### src/rtl/pat_scan_ctrl_pkg.sv
// pat_scan_ctrl_pkg: shared definitions for the pattern scan controller
// (the pat_defs set): FSM state encoding, default pattern and the width
// helper for frame-relative bit indices.
// Optional build macro used by this block: PAT_PROG_EN (programmable pattern).
package pat_scan_ctrl_pkg;

  typedef enum logic [1:0] {
    ST_IDLE  = 2'd0,
    ST_LOAD  = 2'd1,
    ST_SHIFT = 2'd2,
    ST_FIN   = 2'd3
  } scan_state_e;

  // First bit received is compared against bit 7.
  localparam logic [7:0] PAT_DEFAULT = 8'b0011_0111;

  // A frame holds up to 2^len_w-1 words of 8 bits, so bit indices need 3 extra bits.
  function automatic int bit_idx_w(input int len_w);
    return len_w + 3;
  endfunction

endpackage

### src/rtl/pat_scan_ctrl_if.sv
// pat_scan_ctrl_if: byte-wide valid/ready word stream into the scan controller.
// The source drives in_valid/in_data; the controller answers with in_ready.
interface pat_scan_ctrl_if;

  logic       in_valid;
  logic       in_ready;
  logic [7:0] in_data;

  modport master (
    output in_valid,
    output in_data,
    input  in_ready
  );

  modport slave (
    input  in_valid,
    input  in_data,
    output in_ready
  );

endinterface

### src/rtl/pat_scan_ctrl_bit_det.sv
// pat_bit_det: bit-serial detector for one fixed-length 8-bit pattern.
// Keeps an 8-bit history plus a fill count so a match is only reported once
// eight real bits have arrived. Matches are non-overlapping: a hit clears
// the history. hit is registered; hit_next is the same decision one cycle
// earlier so the controller can update its counters in step with hit.
module pat_bit_det (
  input  logic       clk,
  input  logic       reset,
  input  logic       clr,
  input  logic       bit_vld,
  input  logic       bit_in,
  input  logic [7:0] pattern,
  output logic       hit,
  output logic       hit_next
);

  logic [7:0] hist_q, hist_d;
  logic [3:0] fill_q, fill_d;
  logic       hit_q;
  logic [7:0] shifted;
  logic [3:0] fill_inc;

  // Shift the incoming bit into the history and decide whether it completes a match.
  always_comb begin
    shifted  = {hist_q[6:0], bit_in};
    fill_inc = (fill_q == 4'd8) ? 4'd8 : fill_q + 4'd1;
    hist_d   = hist_q;
    fill_d   = fill_q;
    hit_next = 1'b0;
    if (clr) begin
      hist_d = '0;
      fill_d = '0;
    end else if (bit_vld) begin
      if ((fill_inc == 4'd8) && (shifted == pattern)) begin
        hit_next = 1'b1;
        hist_d   = '0;
        fill_d   = '0;
      end else begin
        hist_d = shifted;
        fill_d = fill_inc;
      end
    end
  end

  // History, fill count and registered hit, cleared by the active-low reset.
  always_ff @(posedge clk) begin
    if (!reset) begin
      hist_q <= '0;
      fill_q <= '0;
      hit_q  <= 1'b0;
    end else begin
      hist_q <= hist_d;
      fill_q <= fill_d;
      hit_q  <= hit_next;
    end
  end

  assign hit = hit_q;

endmodule

### src/rtl/pat_scan_ctrl.sv
// pat_scan_ctrl: frame-level controller for the bit-serial pattern detector.
// Accepts frame_len words over a valid/ready handshake, shifts each word
// MSB-first into pat_bit_det, counts hits (saturating) and records the
// frame-relative index of the last bit of the first hit.
// Build macro PAT_PROG_EN: adds pat_in, latched on an accepted start and
// used instead of the PAT parameter.
module pat_scan_ctrl
  import pat_scan_ctrl_pkg::*;
#(
  parameter int         LEN_W = 5,
  parameter int         CNT_W = 8,
  parameter logic [7:0] PAT   = PAT_DEFAULT
) (
  input  logic                        clk,
  input  logic                        reset,
  input  logic                        start,
  input  logic [LEN_W-1:0]            frame_len,
`ifdef PAT_PROG_EN
  input  logic [7:0]                  pat_in,
`endif
  pat_scan_ctrl_if.slave              in_if,
  output logic                        busy,
  output logic                        done,
  output logic                        flag,
  output logic [CNT_W-1:0]            match_cnt,
  output logic                        found,
  output logic [bit_idx_w(LEN_W)-1:0] first_pos
);

  localparam int IDX_W = bit_idx_w(LEN_W);

  scan_state_e      state_q, state_d;
  logic [LEN_W-1:0] len_q, len_d;
  logic [LEN_W-1:0] word_cnt_q, word_cnt_d;
  logic [LEN_W-1:0] word_cnt_inc;
  logic [7:0]       word_q, word_d;
  logic [2:0]       bit_sel_q, bit_sel_d;
  logic [IDX_W-1:0] bit_idx_q, bit_idx_d;
  logic [CNT_W-1:0] match_cnt_q, match_cnt_d;
  logic             found_q, found_d;
  logic [IDX_W-1:0] first_pos_q, first_pos_d;
  logic             in_ready_q, in_ready_d;
  logic             busy_q, busy_d;
  logic             done_q, done_d;

  logic             accept;
  logic             det_clr;
  logic             det_vld;
  logic             det_bit;
  logic             det_hit;
  logic             det_hit_next;
  logic [7:0]       pattern;

`ifdef PAT_PROG_EN
  logic [7:0]       pat_q, pat_d;
  assign pattern = pat_q;
`else
  assign pattern = PAT;
`endif

  // Detector controls: clear on an accepted start, feed one bit per SHIFT cycle.
  assign accept  = in_ready_q && in_if.in_valid;
  assign det_clr = (state_q == ST_IDLE) && start;
  assign det_vld = (state_q == ST_SHIFT);
  assign det_bit = word_q[bit_sel_q];

  pat_bit_det u_bit_det (
    .clk      (clk),
    .reset    (reset),
    .clr      (det_clr),
    .bit_vld  (det_vld),
    .bit_in   (det_bit),
    .pattern  (pattern),
    .hit      (det_hit),
    .hit_next (det_hit_next)
  );

  // Next-state, counter and result logic; outputs are registered from the next state.
  always_comb begin
    state_d      = state_q;
    len_d        = len_q;
    word_cnt_d   = word_cnt_q;
    word_d       = word_q;
    bit_sel_d    = bit_sel_q;
    bit_idx_d    = bit_idx_q;
    match_cnt_d  = match_cnt_q;
    found_d      = found_q;
    first_pos_d  = first_pos_q;
`ifdef PAT_PROG_EN
    pat_d        = pat_q;
`endif
    word_cnt_inc = word_cnt_q + LEN_W'(1);

    case (state_q)
      ST_IDLE: begin
        if (start) begin
          len_d       = frame_len;
          word_cnt_d  = '0;
          bit_idx_d   = '0;
          match_cnt_d = '0;
          found_d     = 1'b0;
          first_pos_d = '0;
`ifdef PAT_PROG_EN
          pat_d       = pat_in;
`endif
          state_d     = (frame_len == '0) ? ST_FIN : ST_LOAD;
        end
      end
      ST_LOAD: begin
        if (accept) begin
          word_d    = in_if.in_data;
          bit_sel_d = 3'd7;
          state_d   = ST_SHIFT;
        end
      end
      ST_SHIFT: begin
        bit_idx_d = bit_idx_q + IDX_W'(1);
        bit_sel_d = bit_sel_q - 3'd1;
        if (bit_sel_q == 3'd0) begin
          word_cnt_d = word_cnt_inc;
          state_d    = (word_cnt_inc == len_q) ? ST_FIN : ST_LOAD;
        end
      end
      ST_FIN: begin
        state_d = ST_IDLE;
      end
      default: begin
        state_d = ST_IDLE;
      end
    endcase

    // Results move in the same edge that raises flag, so they line up with it.
    if (det_hit_next) begin
      if (match_cnt_q != {CNT_W{1'b1}}) begin
        match_cnt_d = match_cnt_q + CNT_W'(1);
      end
      if (!found_q) begin
        found_d     = 1'b1;
        first_pos_d = bit_idx_q;
      end
    end

    in_ready_d = (state_d == ST_LOAD);
    busy_d     = (state_d != ST_IDLE);
    done_d     = (state_d == ST_FIN);
  end

  // Single state register for FSM, counters and outputs; reset discards any partial word.
  always_ff @(posedge clk) begin
    if (!reset) begin
      state_q     <= ST_IDLE;
      len_q       <= '0;
      word_cnt_q  <= '0;
      word_q      <= '0;
      bit_sel_q   <= '0;
      bit_idx_q   <= '0;
      match_cnt_q <= '0;
      found_q     <= 1'b0;
      first_pos_q <= '0;
      in_ready_q  <= 1'b0;
      busy_q      <= 1'b0;
      done_q      <= 1'b0;
`ifdef PAT_PROG_EN
      pat_q       <= PAT;
`endif
    end else begin
      state_q     <= state_d;
      len_q       <= len_d;
      word_cnt_q  <= word_cnt_d;
      word_q      <= word_d;
      bit_sel_q   <= bit_sel_d;
      bit_idx_q   <= bit_idx_d;
      match_cnt_q <= match_cnt_d;
      found_q     <= found_d;
      first_pos_q <= first_pos_d;
      in_ready_q  <= in_ready_d;
      busy_q      <= busy_d;
      done_q      <= done_d;
`ifdef PAT_PROG_EN
      pat_q       <= pat_d;
`endif
    end
  end

  assign in_if.in_ready = in_ready_q;
  assign busy           = busy_q;
  assign done           = done_q;
  assign flag           = det_hit;
  assign match_cnt      = match_cnt_q;
  assign found          = found_q;
  assign first_pos      = first_pos_q;

endmodule

### src/flat_wrapper.sv
// flat-port wrapper written by rule: the top's interface ports become plain ports
module pat_scan_ctrl_flat import pat_scan_ctrl_pkg::*;
#(
  parameter int         LEN_W = 5,
  parameter int         CNT_W = 8,
  parameter logic [7:0] PAT   = PAT_DEFAULT
)
  (clk, reset, start, frame_len, busy, done, flag, match_cnt, found, first_pos, in_if_in_valid, in_if_in_data, in_if_in_ready);
  pat_scan_ctrl_if in_if_i ();
  input  logic clk;
  input  logic reset;
  input  logic start;
  input  logic [LEN_W-1:0] frame_len;
  output logic busy;
  output logic done;
  output logic flag;
  output logic [CNT_W-1:0] match_cnt;
  output logic found;
  output logic [bit_idx_w(LEN_W)-1:0] first_pos;
  input wire logic [$bits(in_if_i.in_valid)-1:0] in_if_in_valid;
  input wire logic [$bits(in_if_i.in_data)-1:0] in_if_in_data;
  output wire logic [$bits(in_if_i.in_ready)-1:0] in_if_in_ready;
  assign in_if_i.in_valid = in_if_in_valid;
  assign in_if_i.in_data = in_if_in_data;
  assign in_if_in_ready = in_if_i.in_ready;
  pat_scan_ctrl #(.LEN_W(LEN_W), .CNT_W(CNT_W), .PAT(PAT)) u_core (.clk(clk), .reset(reset), .start(start), .frame_len(frame_len), .in_if(in_if_i), .busy(busy), .done(done), .flag(flag), .match_cnt(match_cnt), .found(found), .first_pos(first_pos));
endmodule
### config.mk
export PLATFORM = sky130hd
export DESIGN_NAME = pat_scan_ctrl_flat
export DESIGN_NICKNAME = d
export VERILOG_FILES = /design/src/rtl/pat_scan_ctrl_pkg.sv /design/src/rtl/pat_scan_ctrl_if.sv /design/src/rtl/pat_scan_ctrl_bit_det.sv /design/src/rtl/pat_scan_ctrl.sv /design/src/flat_wrapper.sv
export SDC_FILE = /design/constraint.sdc
export NUM_CORES = 1
export LEC_CHECK = 0
export BUFFER_PORTS_ARGS = -buffer_cell sky130_fd_sc_hd__buf_2
export CAP_MARGIN = 20
export CORE_MARGIN = 5
export CORE_UTILIZATION = 50
export DETAILED_ROUTE_END_ITERATION = 10
export GPL_TIMING_DRIVEN = 0
export HOLD_SLACK_MARGIN = 0.03
export PLACE_DENSITY = 0.73
export SYNTH_ARGS = -nofsm -noshare
export SYNTH_HDL_FRONTEND = slang
export SYNTH_SLANG_ARGS = --single-unit
export TNS_END_PERCENT = 10
### constraint.sdc
create_clock -name clk -period 2.9 [get_ports clk]
set_clock_uncertainty 0.2 [all_clocks]
set_input_delay 0.725 -clock clk [delete_from_list [all_inputs] [get_ports clk]]
set_output_delay 0.725 -clock clk [all_outputs]
set_load 0.02 [all_outputs]
==> results of run 1 <==
==> final cells by class <==
type                            count  area (um^2)
Buffer                             16         70.1
Clock buffer                       10          138
Clock inverter                      4         47.5
Fill cell                         512         2160
Inverter                            7         26.3
Multi-Input combinational cell    272         1580
Sequential cell                    63         1260
Tap cell                           72         90.1
Timing Repair Buffer               39          200
==> sequential cells by signal, indices dropped and copies added (netlist names), 4 cells and up <==
name	count
u_core.bit_idx_q	8
u_core.first_pos	8
u_core.len_q	5
u_core.match_cnt	8
u_core.u_bit_det.fill_q	4
u_core.u_bit_det.hist_q	7
u_core.word_cnt_q	5
u_core.word_q	8
==> metrics by stage <==
stage	setup WS [ns]	hold WS (ns)
2_1_floorplan	0.138	0.231
3_3_place_gp	-0.106	0.239
3_5_place_dp	-0.136	0.246
4_1_cts	0.0178	0.258
5_1_grt	-0.0166	0.267
6_report	0.0742	0.255
==> placed cells by master (no fill, tap or decap), types with 2 or more instances in the layout <==
cell type / n
nor2b_1: 7
buf_2: 39
dfxtp_2: 2
and3_1: 3
o21a_1: 2
or4_1: 2
nand2_1: 83
buf_1: 2
nand2b_1: 3
nand4_1: 2
clkinv_2: 2
ha_1: 6
buf_4: 2
a31o_2: 2
or2_2: 3
clkbuf_1: 11
o211ai_1: 6
a31oi_1: 2
nor3b_1: 3
nand3_1: 10
xnor2_1: 3
a21oi_1: 38
dfxtp_1: 61
nor3_1: 4
o21ai_1: 3
nor4_1: 3
inv_1: 5
o21ai_0: 9
nor2_1: 33
mux2i_1: 13
or3_1: 2
xor2_1: 6
inv_2: 2
clkbuf_8: 10
==> worst reg2reg max path, stage by stage, from the launching register on <==
cell and delay [ns]:
dfxtp_2 0.35, inv_2 0.06, ha_4 0.23, or4b_1 0.52, a2111o_1 0.41, or4_1 0.43
buf_6 0.17, nor2_8 0.16, mux2i_1 0.21
==> layer usage <==
layer,GRT usage [%],share of wire (%),up-vias,routed length [um]
met4,7.34,1.1,0,72
met5,0,0,-,0
met3,5.86,5.6,6,359
li1,-,-,1333,-
met1,23.1,49,1187,3170
met2,27.9,44,55,2870
==> final timing paths <==
kind / slack, ns / start / cells after the start / to
min: 0.26 / u_core.word_q[0] / 2 / u_core.word_q[0]
max reg2reg: 0.07 / u_core.u_bit_det.fill_q[1] / 8 / u_core.first_pos[1]
min reg2reg: 0.26 / u_core.word_q[0] / 2 / u_core.word_q[0]
max: 0.07 / u_core.u_bit_det.fill_q[1] / 8 / u_core.first_pos[1]
==> cell usage after synthesis, types with 3 or more instances <==
cell / instances
a21oi_1: 38
and3_1: 3
clkbuf_1: 11
dfxtp_1: 63
ha_1: 7
inv_1: 7
mux2i_1: 13
nand2_1: 83
nand2b_1: 3
nand3_1: 10
nor2_1: 33
nor2b_1: 7
nor3_1: 5
nor3b_1: 3
nor4_1: 3
o211ai_1: 6
o21ai_0: 9
o21ai_1: 3
or2_2: 3
xnor2_1: 3
xor2_1: 6
==> kinds of logic after synthesis <==
logic type | Yosys count
AO/OA/AOI/OAI | 74
XOR/XNOR | 9
adder cells (fa/ha/maj) | 7
buffers and inverters | 23
flip-flops | 63
multiplexers | 14
AND/OR/NAND/NOR | 167
==> what timing repair did <==
action,4_1_cts,5_1_grt
gates resized for setup,3,5
buffers inserted,0,2
cloned,0,1
setup endpoints to repair,15,13
pin swaps,1,5
==> power breakdown <==
| group | total [mW] | internal, mW | leakage (nW) | switching [mW] |
|---|---|---|---|---|
| logic | 0.126 | 0.0437 | 0.686 | 0.0821 |
| registers | 0.893 | 0.881 | 0.510 | 0.0120 |
| clock network | 0.725 | 0.407 | 0.0940 | 0.318 |
| total | 1.74 | 1.33 | 1.29 | 0.412 |
==> metrics, run 1 <==
fraction of the yosys area taken by sequential cells between 40% and 50%; worst-path fanout max 8; vias in the first global route ~2400; worst-path cell chain inv_2, ha_4, or4b_1, a2111o_1, or4_1, buf_6, nor2_8, mux2i_1; CTS Root Cell clkbuf_8; Synth Area in Compound Gates between 15 and 20%; H-tree Lvls 3; fin cells a little under 500; XOR/XNOR Fraction of Synth Area under 10%; Tmin final 2.83 ns; Slew HR about two fifths; I/O Pins 38; worst hold-check path type reg2reg; Pwr Density around 510 mW/mm^2; Post-synth EDFFs 0; Setup TNS 0 ns; Final Max Tran Viols 0; crit path DAT ~2.9 ns; worst IR drop on VDD 0.000294 V; Layout area overhead 18.0%; Inst Count DP between 400 and 500; num rows 27; # setup viols final 0; Final nets about 430; Critical Path RT 2.96 ns; Initial DRT Pass Iterations 6; GP Congestion 0.840; mux cell area share after synthesis between 5 and 6%; overall power between 1.5 and 2 mW; Yosys cell types 50; Synth Cell Area roughly 0.0029 mm^2; Post-DP HPWL 4.62 mm; Setup CP Type reg2reg; cts hold-fix bufs 0; TritonCTS clock tree yes; initial antenna violation count 0; Worst path max stage delay between 0.5 and 0.6 ns; CTS Buf Count 9; fmax 354 MHz; status complete, no violations; layout cell share with drive strength beyond 1 between 10% and 20%; placed cell area roughly 0.0032 mm^2; Synth Area in Adders approximately 3.0%; CTS clk-pin slew, worst paths roughly 0.070 ns; worst-margin pin slew 0.874 ns; initial detailed-routing violation count 151; post-synth top area cell dfxtp_1; Max-Cap Viols 0; slowest CP cell or4b_1; final core utilization 61.3%; vias per inst ~5.3; WL per Instance about 13 um; worst-skew pair later-pin latency approximately 0.34 ns; global-route wire length before repair 10.6 mm; die width roughly 86 um; largest family of logic cells by synthesized area simple AND/OR/NAND/NOR gates; # DRC 0; Die Height about 86 um; crit path capture type flip-flop; Via Count ~2600; Synth Flop Type dfxtp_1; Simple-Gate Fraction of Synth Area 26.7%; RSZ-0062 raised after global routing true; CP top delay family simple AND/OR/NAND/NOR gates; Synth area leaders dfxtp_1 44%, nand2_1 11%, a21oi_1 6.6%; core region area around 0.0056 mm^2; Mapped Nets between 300 and 400; worst-case clock buffer depth 2; Ys Warns 0; port buffer count 37; Synth top area share between 40% and 50%; Yosys reg bits 63; Die Area about 0.0074 mm^2; Mapped Avg Cell Area slightly above 8 um^2; Starting Density between 50% and 60%; fraction of registers with async set/reset 0%; largest net degree at the start of global routing 11; Hold Fails Final Rpt 0; Routed Antenna Nets 0; GRT overflow 0; final period utilization 97.4%; Synth Instances between 300 and 400; Clock Sink Count 63; crit path launch type flip-flop; WP buf/inv 2; Pleak 1.29 nW; drt total wl roughly 6.5 mm; Design Area, Final roughly 0.0034 mm^2; ANT cells 0; gr usage total 18.0%
Note: power is estimated with default switching activity, not from simulation.
==> run 2: changes to the inputs <==
--- a/config.mk
+++ b/config.mk
@@ -12,7 +12,8 @@
 export DETAILED_ROUTE_END_ITERATION = 10
 export GPL_TIMING_DRIVEN = 0
 export HOLD_SLACK_MARGIN = 0.03
-export PLACE_DENSITY = 0.73
+export PLACE_DENSITY = 0.71
+export SLEW_MARGIN = 5
 export SYNTH_ARGS = -nofsm -noshare
 export SYNTH_HDL_FRONTEND = slang
 export SYNTH_SLANG_ARGS = --single-unit
==> constraint.sdc (replaced) <==
create_clock -name clk -period 2.95 [get_ports clk]
set_clock_uncertainty 0.2 [all_clocks]
set_input_delay 0.7375 -clock clk [delete_from_list [all_inputs] [get_ports clk]]
set_output_delay 0.7375 -clock clk [all_outputs]
set_load 0.02 [all_outputs]
==> run 2 against run 1 <==
Hold slack got worse by 0.0041 ns. Clock power increased by 26%. Critical path depth unchanged. Global-route usage increased by 0.23 points. Count of clock-buffer cells in the layout decreased by 1. First-iteration DRC count decreased by 19%. Via count increased by 1.0%. Fmax decreased by 0.27%. Design area increased by 0.77%.
==> metrics, run 2 (synthesized netlist as in run 1, its figures left out) <==
status complete, no violations; Worst R2R Start u_core.u_bit_det.fill_q[0]; Setup CP Type reg2reg; die width ~86 um; Final nets 430; layout cell share with drive strength beyond 1 between 15 and 20%; Global Route met2 Usage approximately 29%; CTS clk-pin slew, worst paths ~0.080 ns; worst-case clock buffer depth 2; global routing's busiest layer met2; GP Congestion between 0.8 and 0.9; worst-margin pin slew just under 0.9 ns; core region area ~0.0056 mm^2; H-tree Lvls 3; initial antenna violation count 0; met1 global-route usage between 20% and 30%; Layout area overhead 18.9%; CTS Root Cell clkbuf_8; Starting Density approximately half; fmax roughly 350 MHz; flop-to-flop setup slack around 0.12 ns; initial detailed-routing violation count between 100 and 150; RSZ-0062 raised after global routing false; FF-to-FF End u_core.first_pos[6]; worst-path fanout max 8; Critical Path RT just over 3 ns; Slew HR between 30% and 40%; Hold Fails Final Rpt 0; crit path capture type flip-flop; most common cell after layout, fill and taps aside nand2_1; post-layout worst setup margin 0.116 ns; gr usage total 18.3%; final period utilization a little over nine tenths; final core utilization around three fifths; routing usage on met3 under 10%; # setup viols final 0; largest net degree at the start of global routing 13; I/O Pins 38; Clock Sink Count 63; TritonCTS clock tree yes; pre-CTS WS -0.109 ns; Final Max Tran Viols 0; port buffer count 37; # DRC 0; Die Height roughly 86 um; cts hold-fix bufs 0; Filler Cell Count roughly 540; GRT overflow 0; Pwr Density approximately 560 mW/mm^2; global-route wire length before repair about 11 mm; crit path launch type flip-flop; Max-Cap Viols 0; CP startpoint u_core.u_bit_det.fill_q[0]; crit path DAT about 2.9 ns; Die Area around 0.0074 mm^2; area of the multi-input gates between 0.0015 and 0.002 mm^2; Tmin final 2.83 ns; Routed Antenna Nets 0; num rows 27; R2R cell count 8; vias per inst around 5.4; Post-DP HPWL 4.76 mm; most frequent cells in the layout 83 x nand2_1, 61 x dfxtp_1, 39 x buf_2; register area roughly 0.0013 mm^2; Initial DRT Pass Iterations 4; worst-skew pair later-pin latency ~0.34 ns; WL per Instance between 10 and 15 um; Pleak 1.31 nW; worst hold-check path type reg2reg; vias in the first global route approximately 2400; ANT cells 0; drt total wl around 6.4 mm; crit path to u_core.first_pos[6]; CTS Buf Count 9; Via Count roughly 2600; worst IR drop on VDD 0.000307 V
[run 2: cell count changes in the layout (fill, tap and decap cells not counted), sizes merged]
cell / previous run / this run
buf: 44 / 42
bufinv: 1 / 3
clkbuf: 21 / 20
clkinv: 2 / 4
clkinvlp: 1 / 0
[run 2: critical path, cell delays in order (launching register included)]
cell	delay (ns)
dfxtp_2	0.36
inv_1	0.05
ha_1	0.29
or4b_1	0.47
a2111o_1	0.35
or4_1	0.50
buf_6	0.17
nor2_8	0.17
mux2i_1	0.21
[run 2: layout make-up]
type	instances	share of cell area (%)
Sequential cell	63	36.7
Multi-Input combinational cell	272	45.4
Clock buffer	9	3.60
Inverter	7	0.763
Clock inverter	7	3.53
Buffer	16	2.04
Tap cell	72	2.62
Timing Repair Buffer	37	5.38
[run 2: per-stage QoR]
stage / hold slack [ns] / power, mW / TNS (ns) / cell area (um^2) / std cells
floorplan: 0.231 / 0.975 / 0 / 2900 / 357
global placement: 0.238 / 1.02 / -0.0429 / 3170 / 466
detailed placement: 0.245 / 1.02 / -0.229 / 3170 / 466
CTS: 0.254 / 1.92 / 0 / 3420 / 482
global route: 0.271 / 1.99 / 0 / 3440 / 483
finish: 0.251 / 1.91 / 0 / 3440 / 483
[run 2: how the worst min path moves through the flow]
stage	endpoint	cells past startpoint	startpoint	slack, ns
after floorplan	u_core.u_bit_det.hist_q[6]	2	u_core.u_bit_det.hist_q[6]	0.23
after global placement	u_core.first_pos[1]	2	u_core.first_pos[1]	0.24
after detailed placement	u_core.u_bit_det.hist_q[6]	2	u_core.u_bit_det.hist_q[6]	0.24
after CTS	u_core.u_bit_det.hist_q[6]	2	u_core.u_bit_det.hist_q[6]	0.25
after global routing	u_core.u_bit_det.hist_q[6]	2	u_core.u_bit_det.hist_q[6]	0.27
final	u_core.u_bit_det.hist_q[6]	2	u_core.u_bit_det.hist_q[6]	0.25
[run 2: repair_timing]
action                     CTS  global route
hold endpoints to repair     0             0
pin swaps                    0             2
setup buffers                0             0
gates resized for setup      2             2
setup endpoints to repair    3            16
gates cloned                 0             1
[run 2: report_power, final]
| group | leakage, nW | switching, mW | internal, mW | total (mW) |
|---|---|---|---|---|
| Combinational | 0.673 | 0.0805 | 0.0423 | 0.123 |
| Clock | 0.123 | 0.351 | 0.564 | 0.915 |
| Sequential | 0.510 | 0.0122 | 0.865 | 0.877 |
[run 2: layer usage]
layer | vias to the layer above | share of wire [%]
li1 | 1333 | -
met1 | 1203 | 50
met2 | 62 | 44
met3 | 10 | 4.9
met4 | 0 | 1.4
met5 | - | 0
